[src/rtl/fs4_serial.sv]
// fs4_serial: bit-serial full subtractor, D = A - B - Bin, LSB first.
// One bit per clock through a single one-bit subtract cell.
//
// Ports:
//   clk    rising-edge clock
//   rst    asynchronous active-high reset
//   start  request, sampled only while idle
//   a, b   minuend / subtrahend (WIDTH bits)
//   bin    borrow-in
//   busy   high while shifting and during the done cycle
//   done   one-cycle pulse, result valid
//   d      difference (a - b - bin) mod 2^WIDTH, held until next done
//   bout   borrow-out, 1 iff a < b + bin (unsigned)
//   ovf    signed two's-complement overflow of a - b - bin
module fs4_serial #(
  parameter int WIDTH = 4
) (
  input  logic             clk,
  input  logic             rst,
  input  logic             start,
  input  logic [WIDTH-1:0] a,
  input  logic [WIDTH-1:0] b,
  input  logic             bin,
  output logic             busy,
  output logic             done,
  output logic [WIDTH-1:0] d,
  output logic             bout,
  output logic             ovf
);

  localparam int CW = ($clog2(WIDTH) < 1) ? 1 : $clog2(WIDTH);

  typedef enum logic [1:0] {IDLE, SHIFT, DONE} state_t;

  state_t           state;
  logic [WIDTH-1:0] a_sh;
  logic [WIDTH-1:0] b_sh;
  logic [WIDTH-1:0] res_sh;
  logic             a_msb;
  logic             b_msb;
  logic             br;
  logic [CW-1:0]    cnt;

  logic             di;
  logic             br_next;
  logic [WIDTH-1:0] res_next;

  // One-bit subtract cell on the current LSBs of the operand shift registers.
  always_comb begin
    di       = a_sh[0] ^ b_sh[0] ^ br;
    br_next  = (~a_sh[0] & b_sh[0]) | (~(a_sh[0] ^ b_sh[0]) & br);
    res_next = {di, res_sh[WIDTH-1:1]};
  end

  always_ff @(posedge clk or posedge rst) begin
    if (rst) begin
      state  <= IDLE;
      a_sh   <= '0;
      b_sh   <= '0;
      res_sh <= '0;
      a_msb  <= 1'b0;
      b_msb  <= 1'b0;
      br     <= 1'b0;
      cnt    <= '0;
      busy   <= 1'b0;
      done   <= 1'b0;
      d      <= '0;
      bout   <= 1'b0;
      ovf    <= 1'b0;
    end else begin
      case (state)
        IDLE: begin
          if (start) begin
            a_sh   <= a;
            b_sh   <= b;
            br     <= bin;
            // Operand MSBs are kept aside because the shift registers
            // lose them before the overflow is evaluated.
            a_msb  <= a[WIDTH-1];
            b_msb  <= b[WIDTH-1];
            res_sh <= '0;
            cnt    <= '0;
            busy   <= 1'b1;
            state  <= SHIFT;
          end
        end
        SHIFT: begin
          a_sh   <= a_sh >> 1;
          b_sh   <= b_sh >> 1;
          br     <= br_next;
          res_sh <= res_next;
          cnt    <= cnt + CW'(1);
          if (cnt == CW'(WIDTH - 1)) begin
            // Publish from the combinational next values so the final bit
            // and final borrow are included on this same edge.
            d     <= res_next;
            bout  <= br_next;
            ovf   <= (a_msb ^ b_msb) & (res_next[WIDTH-1] ^ a_msb);
            done  <= 1'b1;
            state <= DONE;
          end
        end
        DONE: begin
          done  <= 1'b0;
          busy  <= 1'b0;
          state <= IDLE;
        end
        default: begin
          done  <= 1'b0;
          busy  <= 1'b0;
          state <= IDLE;
        end
      endcase
    end
  end

endmodule

[config.mk]
export PLATFORM = sky130hd
export DESIGN_NAME = fs4_serial
export DESIGN_NICKNAME = d
export VERILOG_FILES = /design/src/rtl/fs4_serial.sv
export SDC_FILE = /design/constraint.sdc
export NUM_CORES = 1
export LEC_CHECK = 0
export ABC_CLOCK_PERIOD_IN_PS = 1630
export BUFFER_PORTS_ARGS = -buffer_cell sky130_fd_sc_hd__buf_2
export CORE_MARGIN = 2
export CORE_UTILIZATION = 50
export CTS_BUF_LIST = sky130_fd_sc_hd__clkbuf_4
export CTS_CLUSTER_DIAMETER = 30
export DETAILED_ROUTE_END_ITERATION = 8
export GPL_ROUTABILITY_DRIVEN = 0
export PLACE_DENSITY = 0.73
export SLEW_MARGIN = 20
export SYNTH_ARGS = -nofsm -noshare
export SYNTH_HDL_FRONTEND = slang
export SYNTH_SLANG_ARGS = --single-unit
[constraint.sdc]
create_clock -name clk -period 1.63 [get_ports clk]
set_input_delay 0.326 -clock clk [delete_from_list [all_inputs] [get_ports clk]]
set_output_delay 0.326 -clock clk [all_outputs]
set_load 0.01 [all_outputs]
---- Word-level counts from Yosys, hierarchy flattened ----
Cells that the tools add are included.
W data, S select, Z words.
storage, ports and cells
  flip-flop bits (word level) ............. 27
  latch bits .............................. 0
  memory bits (writable) .................. 0
  bits in read-only memories .............. 0
  bits of input ports ..................... 12
  output and inout bits ................... 8
  word-level logic and storage cells ...... 55
  memories ................................ 0
operators by class
  $add $sub $neg .......................... 1
  $mul .................................... 0
  div/mod/pow operators ................... 0
  $lt $le $gt $ge ......................... 0
  equality and inequality tests ........... 4
  shift operators ......................... 0
  multiplexer cells ....................... 17
  bitwise logic cells ..................... 12
  reduce and logical (&&, ||, !) cells .... 8
operators with widths
  cell                   count
  $pmux W4 S2            3
  $mux W4                3
  $reduce_and A2 Y1      6
  $pmux W2 S2            2
  $mux W2                3
  $pmux W1 S2            3
  $ne A2 B2 Y1 const B   2
  $not A1 Y1             4
  $xor A1 B1 Y1          4
  $and A1 B1 Y1          3
  $mux W1                3
  $add A2 B1 Y2 const B  1
  $eq A2 B1 Y1 const B   1
  $eq A2 B2 Y1 const B   1
  $logic_not A2 Y1       1
  $reduce_bool A2 Y1     1
  $or A1 B1 Y1           1

---- Depth between registers and ports, before layout ----
Gate-level depths: netlist (run 1).
  depth in word-level cells ............... 5
  gate-level depth with buffers ........... 5
  depth with buffers taken out ............ 5

---- Worst setup path before layout (run 1) ----
Ideal clock, no wire load.
  path type ............................... flip-flop to flip-flop
  from .................................... register a_sh[0]
  to ...................................... register ovf
  library setup time ...................... 0.128 ns
  arrival time ............................ 1.236 ns
  required time ........................... 1.502 ns
  setup slack ............................. 0.266 ns
  stages on the path, launching flop included .. 5
  path buffers ............................ 0
  period minus slack after synthesis ...... 1.364 ns
  cell sequence ........................... dfrtp_1 fa_1 and3b_1 a21oi_1 o21ai_0
between the ends
  word-level cells in the longest chain between the ends .. 4
ends and longest elaborated chain
  what                         RTL line  RTL
  from (decl)                  36        logic [WIDTH-1:0] a_sh;
  from (signal assigned)       88        a_sh <= a_sh >> 1;
  $xor A1 B1 Y1 (2 in series)  50        di = a_sh[0] ^ b_sh[0] ^ br;
  via di                       44        logic di;
  $xor A1 B1 Y1                98        ovf <= (a_msb ^ b_msb) & (res_next[WIDTH-1] ^ a_msb);
  $and A1 B1 Y1                98
  to (signal assigned)         98
  to (decl)                    28        output logic ovf
The timed path passes the listed nets, and every way through them passes these cells.
A chain may end at the register's enable or synchronous reset.

---- Worst setup path in the final report (run 1) ----
Same ends and word-level chain as after synthesis.

==> impl_metrics.prom, run 1 <==
# TYPE chip_impl_metric gauge
chip_impl_info{name="status",value="finished, final reports clean"} 1
chip_impl_metric{name="post_drt_wl_per_cell",unit="um"} 14.32
chip_impl_info{name="end_kind",value="flop"} 1
chip_impl_metric{name="grt_pass1_wl",unit="um"} 3691
chip_impl_metric{name="drt_pass1_iterations",unit=""} 4
chip_impl_metric{name="ctsLongestPathBuffers",unit=""} 2
chip_impl_metric{name="track_usage",unit="%"} 19.04
chip_impl_metric{name="design.die.area",unit="mm^2"} 0.002664
chip_impl_metric{name="timing_hold_violations_final",unit=""} 0
chip_impl_metric{name="std_cell_rows",unit=""} 17
chip_impl_metric{name="floorplan.io_pins",unit=""} 20
chip_impl_metric{name="cp_data_arrival_time",unit="ns"} 1.71
chip_impl_metric{name="postSynthRegisterBits",unit=""} 26
chip_impl_metric{name="finalInstanceArea",unit="mm^2"} 0.001308
chip_impl_metric{name="power_density",unit="mW/mm^2"} 1927
chip_impl_metric{name="hold_buffers",unit=""} 0
chip_impl_metric{name="initialDrtViolationCount",unit=""} 7
chip_impl_metric{name="final.period_utilization",unit="%"} 90.98
chip_impl_metric{name="leakage_power_summed_over_all_cells",unit="nW"} 0.6586
chip_impl_metric{name="clock_sink_count",unit=""} 26
chip_impl_info{name="critical_path_class",value="reg2reg"} 1
chip_impl_metric{name="numCtsBuffers",unit=""} 3
chip_impl_metric{name="port_bufs",unit=""} 19
chip_impl_info{name="layout.cells.most_common_list",value="sky130_fd_sc_hd__dfrtp_1 (26), sky130_fd_sc_hd__buf_2 (19), sky130_fd_sc_hd__nand2_1 (10), sky130_fd_sc_hd__o21ai_0 (10), sky130_fd_sc_hd__a21oi_1 (6)"} 1
chip_impl_metric{name="fmaxAchievable",unit="MHz"} 674.3
chip_impl_metric{name="worst_path_largest_cell_delay",unit="ns"} 0.54
chip_impl_metric{name="setup_viol",unit=""} 0
chip_impl_metric{name="report.final.slew_viol_count",unit=""} 0
chip_impl_metric{name="starting_density_of_the_core",unit="%"} 52.25
chip_impl_metric{name="drtAntennaViolNets",unit=""} 0
chip_impl_info{name="crit_slowest_cell",value="sky130_fd_sc_hd__fa_1"} 1
chip_impl_metric{name="max_cap_viol_count",unit=""} 0
chip_impl_metric{name="worstPathMaxFanout",unit=""} 4
chip_impl_metric{name="via_count_of_the_routed_design",unit=""} 774
chip_impl_info{name="crit_path_start_kind",value="flop"} 1
chip_impl_metric{name="route.detailed.drc",unit=""} 0
chip_impl_metric{name="worst-slew-pin-transition",unit="ns"} 0.5778
chip_impl_metric{name="grt_pass1_vias",unit=""} 814
chip_impl_metric{name="synthesis.area",unit="mm^2"} 0.001134
chip_impl_metric{name="htreeDepth",unit=""} 1
chip_impl_metric{name="synth_sequential_area_ratio",unit="%"} 57.40
chip_impl_metric{name="number_of_nets_in_the_synthesized_netlist",unit=""} 108
chip_impl_metric{name="overflow",unit=""} 0
chip_impl_metric{name="post_drt_via_cell_ratio",unit=""} 5.375
chip_impl_metric{name="antenna-diode-count",unit=""} 0
chip_impl_metric{name="worst-endpoint-required",unit="ns"} 1.85
chip_impl_info{name="final_common_cell",value="sky130_fd_sc_hd__dfrtp_1"} 1
chip_impl_metric{name="drive_gt1_share",unit="%"} 29.31
chip_impl_metric{name="clock_skew",unit="ns"} 0.003691
chip_impl_metric{name="pin_count_of_the_biggest_net_entering_global_routing",unit=""} 27
chip_impl_metric{name="die_h",unit="um"} 51.62
chip_impl_metric{name="growth_of_design_area_from_synthesis_to_finish",unit="%"} 15.34
chip_impl_metric{name="ys_types",unit=""} 25
chip_impl_metric{name="routed_wirelength",unit="um"} 2062
chip_impl_metric{name="cts.clk_slew.worst_paths",unit="ns"} 0.15
chip_impl_metric{name="avgSynthCellArea",unit="um^2"} 12.06
chip_impl_metric{name="chipWidth",unit="um"} 51.62
chip_impl_metric{name="clkLatencyLatePin",unit="ns"} 0.33
chip_impl_metric{name="fillers",unit=""} 198
chip_impl_info{name="clock-root-buffer",value="sky130_fd_sc_hd__clkbuf_4"} 1
chip_impl_metric{name="final.min_clock_period",unit="ns"} 1.483
chip_impl_metric{name="synth.yosys.warnings",unit=""} 0
chip_impl_metric{name="syn_inst",unit=""} 94
chip_impl_info{name="critical_path.cell_chain",value="fa_1 -> and3b_1 -> a21oi_1 -> o21ai_0"} 1
chip_impl_metric{name="place_area",unit="mm^2"} 0.001255
chip_impl_info{name="setup_repair_after_global_routing_missed_its_margin",value="no"} 1
chip_impl_info{name="worstHoldPathType",value="in2async"} 1
chip_impl_metric{name="antenna_violations_before_repair",unit=""} 0
chip_impl_metric{name="final_nets",unit=""} 131
chip_impl_metric{name="peak_ir_drop_on_the_vdd_network",unit="mV"} 1.038
chip_impl_metric{name="post_cts.repair.setup_buffers",unit=""} 0
chip_impl_metric{name="dp_hpwl",unit="um"} 1482
chip_impl_metric{name="placeableCoreArea",unit="mm^2"} 0.002170
chip_impl_metric{name="setup-tns-final",unit="ns"} 0
chip_impl_metric{name="timing.slew.headroom",unit="%"} 61.46
chip_impl_metric{name="post_cts_resized",unit=""} 0
chip_impl_info{name="tritoncts",value="done"} 1
==> critical path: cells and delay by family (launching register included) <==
| kind | cells | cell delay (ns) |
|---|---|---|
| AO/OA/AOI/OAI | 2 | 0.20 |
| AND/OR/NAND/NOR | 1 | 0.21 |
| flip-flops | 1 | 0.43 |
| adder cells (fa/ha/maj) | 1 | 0.54 |
==> synth_stat cells <==
cell,count,share of area (%)
sky130_fd_sc_hd__ha_1,1,1.1
sky130_fd_sc_hd__a31oi_1,1,0.55
sky130_fd_sc_hd__nor2b_1,2,1.1
sky130_fd_sc_hd__inv_2,1,0.33
sky130_fd_sc_hd__dfrtp_1,26,57
sky130_fd_sc_hd__buf_4,2,1.3
sky130_fd_sc_hd__nor3b_2,1,1.1
sky130_fd_sc_hd__nand2_1,10,3.3
sky130_fd_sc_hd__buf_2,1,0.44
sky130_fd_sc_hd__nand3b_4,1,1.8
sky130_fd_sc_hd__mux2_2,3,3.0
sky130_fd_sc_hd__o21ai_0,10,4.4
sky130_fd_sc_hd__buf_6,1,0.99
sky130_fd_sc_hd__fa_1,1,1.8
sky130_fd_sc_hd__a22o_1,5,3.9
sky130_fd_sc_hd__mux2_1,4,4.0
sky130_fd_sc_hd__and3b_1,4,3.1
sky130_fd_sc_hd__a22oi_1,3,2.0
sky130_fd_sc_hd__nor2b_4,1,1.2
sky130_fd_sc_hd__a21oi_1,6,2.6
sky130_fd_sc_hd__a21o_1,1,0.66
sky130_fd_sc_hd__nor2_1,3,0.99
sky130_fd_sc_hd__inv_1,4,1.3
sky130_fd_sc_hd__o21bai_2,1,0.99
sky130_fd_sc_hd__and2b_1,1,0.66
==> through the flow <==
| step | util [%] | setup WS [ns] | instances | power [mW] | hold WS [ns] |
|---|---|---|---|---|---|
| after floorplan | - | 0.2661 | 94 | 1.838 | 0.3660 |
| final | 60.27 | 0.1470 | 144 | 2.520 | 0.01564 |
| after global placement | 57.84 | 0.2382 | 140 | 2.045 | 0.3907 |
| after detailed placement | 57.84 | 0.1675 | 140 | 2.099 | 0.4003 |
| after CTS | 60.27 | 0.1488 | 144 | 2.544 | 0.03318 |
| after global routing | 60.27 | 0.07642 | 144 | 2.705 | 0.07014 |
==> worst paths after layout <==
path	start	to	slack [ns]	cells past startpoint
min	rst	busy	0.02	3
max reg2reg	a_sh[0]	ovf	0.15	4
max	a_sh[0]	ovf	0.15	4
min in group clk	b[3]	b_sh[3]	0.22	2
max in group asynchronous	rst	state[1]	1.37	3
min reg2reg	bout	bout	0.49	2
==> routing by layer <==
layer  vias up  wire length (um)  GRT usage [%]
met1       388               961          25.72
met2        13               987          30.34
li1        369                 -              -
met4         0                39          6.579
met3         4                74          4.310
met5         -                 0              0
==> cell families after synthesis <==
group	share of synthesized area [%]
AO/OA/AOI/OAI	15.12
AND/OR/NAND/NOR	13.24
buffers and inverters	4.413
adder cells (fa/ha/maj)	2.870
multiplexers	6.953
flip-flops	57.39
==> sequential cells by signal, summed over array words and instances (netlist names) <==
name and flops:
cnt 2, b_sh 4, d 4, done 1
busy 1, a_msb 1, b_msb 1, a_sh 4
ovf 1, br 1, bout 1, res_sh 3
state 2
==> power breakdown <==
group / switching [mW] / internal, mW / total (mW)
combinational: 0.453 / 0.476 / 0.929
clock: 0.201 / 0.249 / 0.450
sequential: 0.218 / 0.923 / 1.14
total: 0.872 / 1.65 / 2.52
==> cell type report <==
class                           count  area [um^2]  area share, %
Tap cell                           28        35.03          2.679
Clock buffer                        3        22.52          1.722
Inverter                            5        18.77          1.435
Timing Repair Buffer               22        117.6          8.995
Clock inverter                      1        30.03          2.297
Multi-Input combinational cell     59        432.9          33.11
Sequential cell                    26        650.6          49.76
(Power assumes the default switching activity.)
==> inputs of run 2 (changes only) <==
--- a/config.mk
+++ b/config.mk
@@ -14,6 +14,7 @@
 export DETAILED_ROUTE_END_ITERATION = 8
 export GPL_ROUTABILITY_DRIVEN = 0
 export PLACE_DENSITY = 0.73
+export RECOVER_POWER = 50
 export SLEW_MARGIN = 20
 export SYNTH_ARGS = -nofsm -noshare
 export SYNTH_HDL_FRONTEND = slang
==> run 2 against run 1 <==
Effect of this change: first-iteration DRC count is the same; fmax is essentially flat; final cell count is the same.
==> impl_metrics.prom, run 2 (synthesis gave the netlist of run 1 again) <==
# TYPE chip_impl_metric gauge
chip_impl_info{name="status",value="finished, final reports clean"} 1
chip_impl_metric{name="worst-slew-pin-transition",unit="ns"} 0.6400
chip_impl_metric{name="die_h",unit="um"} 51.62
chip_impl_info{name="worstHoldPathType",value="in2async"} 1
chip_impl_metric{name="setup-tns-final",unit="ns"} 0
chip_impl_metric{name="final.period_utilization",unit="%"} 90.97
chip_impl_metric{name="std_cell_rows",unit=""} 17
chip_impl_metric{name="cp_data_arrival_time",unit="ns"} 1.71
chip_impl_metric{name="worstPathMaxFanout",unit=""} 4
chip_impl_metric{name="worst_path_largest_cell_delay",unit="ns"} 0.54
chip_impl_metric{name="leakage_power_summed_over_all_cells",unit="nW"} 0.6568
chip_impl_info{name="setup_repair_after_global_routing_missed_its_margin",value="no"} 1
chip_impl_info{name="tritoncts",value="done"} 1
chip_impl_metric{name="worst-endpoint-required",unit="ns"} 1.86
chip_impl_info{name="end_kind",value="flop"} 1
chip_impl_metric{name="floorplan.io_pins",unit=""} 20
chip_impl_metric{name="track_usage",unit="%"} 19.04
chip_impl_metric{name="design.die.area",unit="mm^2"} 0.002664
chip_impl_metric{name="clock_power_share",unit="%"} 17.9
chip_impl_info{name="timing.rr.start",value="a_sh[0]"} 1
chip_impl_metric{name="pin_count_of_the_biggest_net_entering_global_routing",unit=""} 27
chip_impl_metric{name="antenna_violations_before_repair",unit=""} 0
chip_impl_metric{name="internal_power_of_the_cells",unit="mW"} 1.643
chip_impl_metric{name="clock_skew",unit="ns"} 0.004139
chip_impl_metric{name="preCtsSetupSlack",unit="ns"} 0.1675
chip_impl_info{name="crit_path_start",value="a_sh[0]"} 1
chip_impl_metric{name="timing_hold_violations_final",unit=""} 0
chip_impl_metric{name="post_cts_resized",unit=""} 0
chip_impl_metric{name="timing.slew.headroom",unit="%"} 57.33
chip_impl_metric{name="starting_density_of_the_core",unit="%"} 52.25
chip_impl_metric{name="drtAntennaViolNets",unit=""} 0
chip_impl_metric{name="route.detailed.drc",unit=""} 0
chip_impl_metric{name="report.final.slew_viol_count",unit=""} 0
chip_impl_metric{name="chipWidth",unit="um"} 51.62
chip_impl_metric{name="fmaxAchievable",unit="MHz"} 674.4
chip_impl_metric{name="fillers",unit=""} 199
chip_impl_info{name="crit_slowest_cell",value="sky130_fd_sc_hd__fa_1"} 1
chip_impl_metric{name="switching_share",unit="%"} 34.68
chip_impl_metric{name="hold_buffers",unit=""} 0
chip_impl_metric{name="htreeDepth",unit=""} 1
chip_impl_metric{name="routed_wirelength",unit="um"} 2065
chip_impl_metric{name="peak_ir_drop_on_the_vdd_network",unit="mV"} 1.038
chip_impl_metric{name="overflow",unit=""} 0
chip_impl_metric{name="power_density",unit="mW/mm^2"} 1929
chip_impl_metric{name="cts.clk_slew.worst_paths",unit="ns"} 0.15
chip_impl_metric{name="dp_hpwl",unit="um"} 1482
chip_impl_metric{name="post_drt_via_cell_ratio",unit=""} 5.368
chip_impl_metric{name="ctsLongestPathBuffers",unit=""} 2
chip_impl_info{name="final_common_cell",value="sky130_fd_sc_hd__dfrtp_1"} 1
chip_impl_metric{name="numCtsBuffers",unit=""} 3
chip_impl_metric{name="via_count_of_the_routed_design",unit=""} 773
chip_impl_metric{name="setup_viol",unit=""} 0
chip_impl_metric{name="whs",unit="ns"} 0.1294
chip_impl_metric{name="post_cts.repair.setup_buffers",unit=""} 0
chip_impl_metric{name="post_drt_wl_per_cell",unit="um"} 14.34
chip_impl_metric{name="placeableCoreArea",unit="mm^2"} 0.002170
chip_impl_metric{name="drt_pass1_iterations",unit=""} 4
chip_impl_metric{name="clock_sink_count",unit=""} 26
chip_impl_metric{name="antenna-diode-count",unit=""} 0
chip_impl_info{name="critical_path.cell_chain",value="fa_1 -> and3b_1 -> a21oi_1 -> o21ai_0"} 1
chip_impl_metric{name="drive_gt1_share",unit="%"} 27.59
chip_impl_metric{name="seq_power_share",unit="%"} 45.4
chip_impl_info{name="layout.cells.most_common_list",value="sky130_fd_sc_hd__dfrtp_1 (26), sky130_fd_sc_hd__buf_2 (18), sky130_fd_sc_hd__nand2_1 (10), sky130_fd_sc_hd__o21ai_0 (10), sky130_fd_sc_hd__a21oi_1 (6)"} 1
chip_impl_metric{name="growth_of_design_area_from_synthesis_to_finish",unit="%"} 15.01
chip_impl_metric{name="grt_pass1_vias",unit=""} 814
chip_impl_info{name="biggestRegsByFlops",value="a_sh (4), b_sh (4), d (4)"} 1
chip_impl_info{name="critical_path_class",value="reg2reg"} 1
chip_impl_metric{name="final.min_clock_period",unit="ns"} 1.483
chip_impl_metric{name="power.combinational.fraction",unit="%"} 36.7
chip_impl_metric{name="clkLatencyLatePin",unit="ns"} 0.33
chip_impl_metric{name="initialDrtViolationCount",unit=""} 7
chip_impl_metric{name="final_critical_path_setup_slack",unit="ns"} 0.1472
chip_impl_metric{name="port_bufs",unit=""} 19
chip_impl_info{name="crit_path_start_kind",value="flop"} 1
chip_impl_info{name="clock-root-buffer",value="sky130_fd_sc_hd__clkbuf_4"} 1
chip_impl_metric{name="max_cap_viol_count",unit=""} 0
chip_impl_metric{name="grt_pass1_wl",unit="um"} 3691
chip_impl_metric{name="final_nets",unit=""} 131
chip_impl_metric{name="switchingPower",unit="mW"} 0.8720
==> run 2: worst paths after layout <==
kind	end	slack (ns)	depth (start not counted)
setup / recovery	ovf	0.15	4
hold / removal	busy	0.13	3
setup reg to reg	ovf	0.15	4
hold reg to reg	bout	0.49	2
max in group asynchronous	state[1]	1.09	3
min in group clk	b_sh[3]	0.22	2
==> run 2: power groups by stage <==
stage               Combinational (mW)  Sequential, mW  Clock (mW)
finish                           0.923            1.14       0.450
global route                      1.04            1.19       0.471
CTS                              0.945            1.14       0.455
detailed placement               0.940            1.16           0
global placement                 0.903            1.14           0
floorplan                        0.729            1.11           0
==> run 2: layout make-up <==
| type | count | area, um^2 | share of cell area (%) |
|---|---|---|---|
| flip-flops and latches | 26 | 650.6 | 49.90 |
| multi-input cells | 59 | 432.9 | 33.21 |
| repair buffers | 22 | 113.9 | 8.733 |
| well taps | 28 | 35.03 | 2.687 |
| clock inverters | 1 | 30.03 | 2.303 |
| clock buffers | 3 | 22.52 | 1.727 |
| inverters | 5 | 18.77 | 1.440 |
==> run 2: stage by stage <==
step,power (mW),util [%],instance area [um^2],std cells
6_report,2.515,60.09,1304,144
5_1_grt,2.699,60.09,1304,144
4_1_cts,2.544,60.27,1308,144
3_5_place_dp,2.099,57.84,1255,140
3_3_place_gp,2.045,57.84,1255,140
2_1_floorplan,1.838,-,1134,94
==> run 2: critical path, delay by kind of cell (launching register included) <==
| kind | cells | cell delay [ns] |
|---|---|---|
| adders and majority gates | 1 | 0.54 |
| DFF | 1 | 0.43 |
| and+or+nand+nor | 1 | 0.21 |
| AOI/OAI and AO/OA | 2 | 0.20 |
==> run 2: layer usage <==
| layer | GRT usage (%) | wire (um) | vias up |
|---|---|---|---|
| met3 | 4.310 | 74 | 4 |
| met4 | 6.579 | 39 | 0 |
| met1 | 25.72 | 964 | 387 |
| met5 | 0 | 0 | - |
| li1 | - | - | 369 |
| met2 | 30.34 | 987 | 13 |
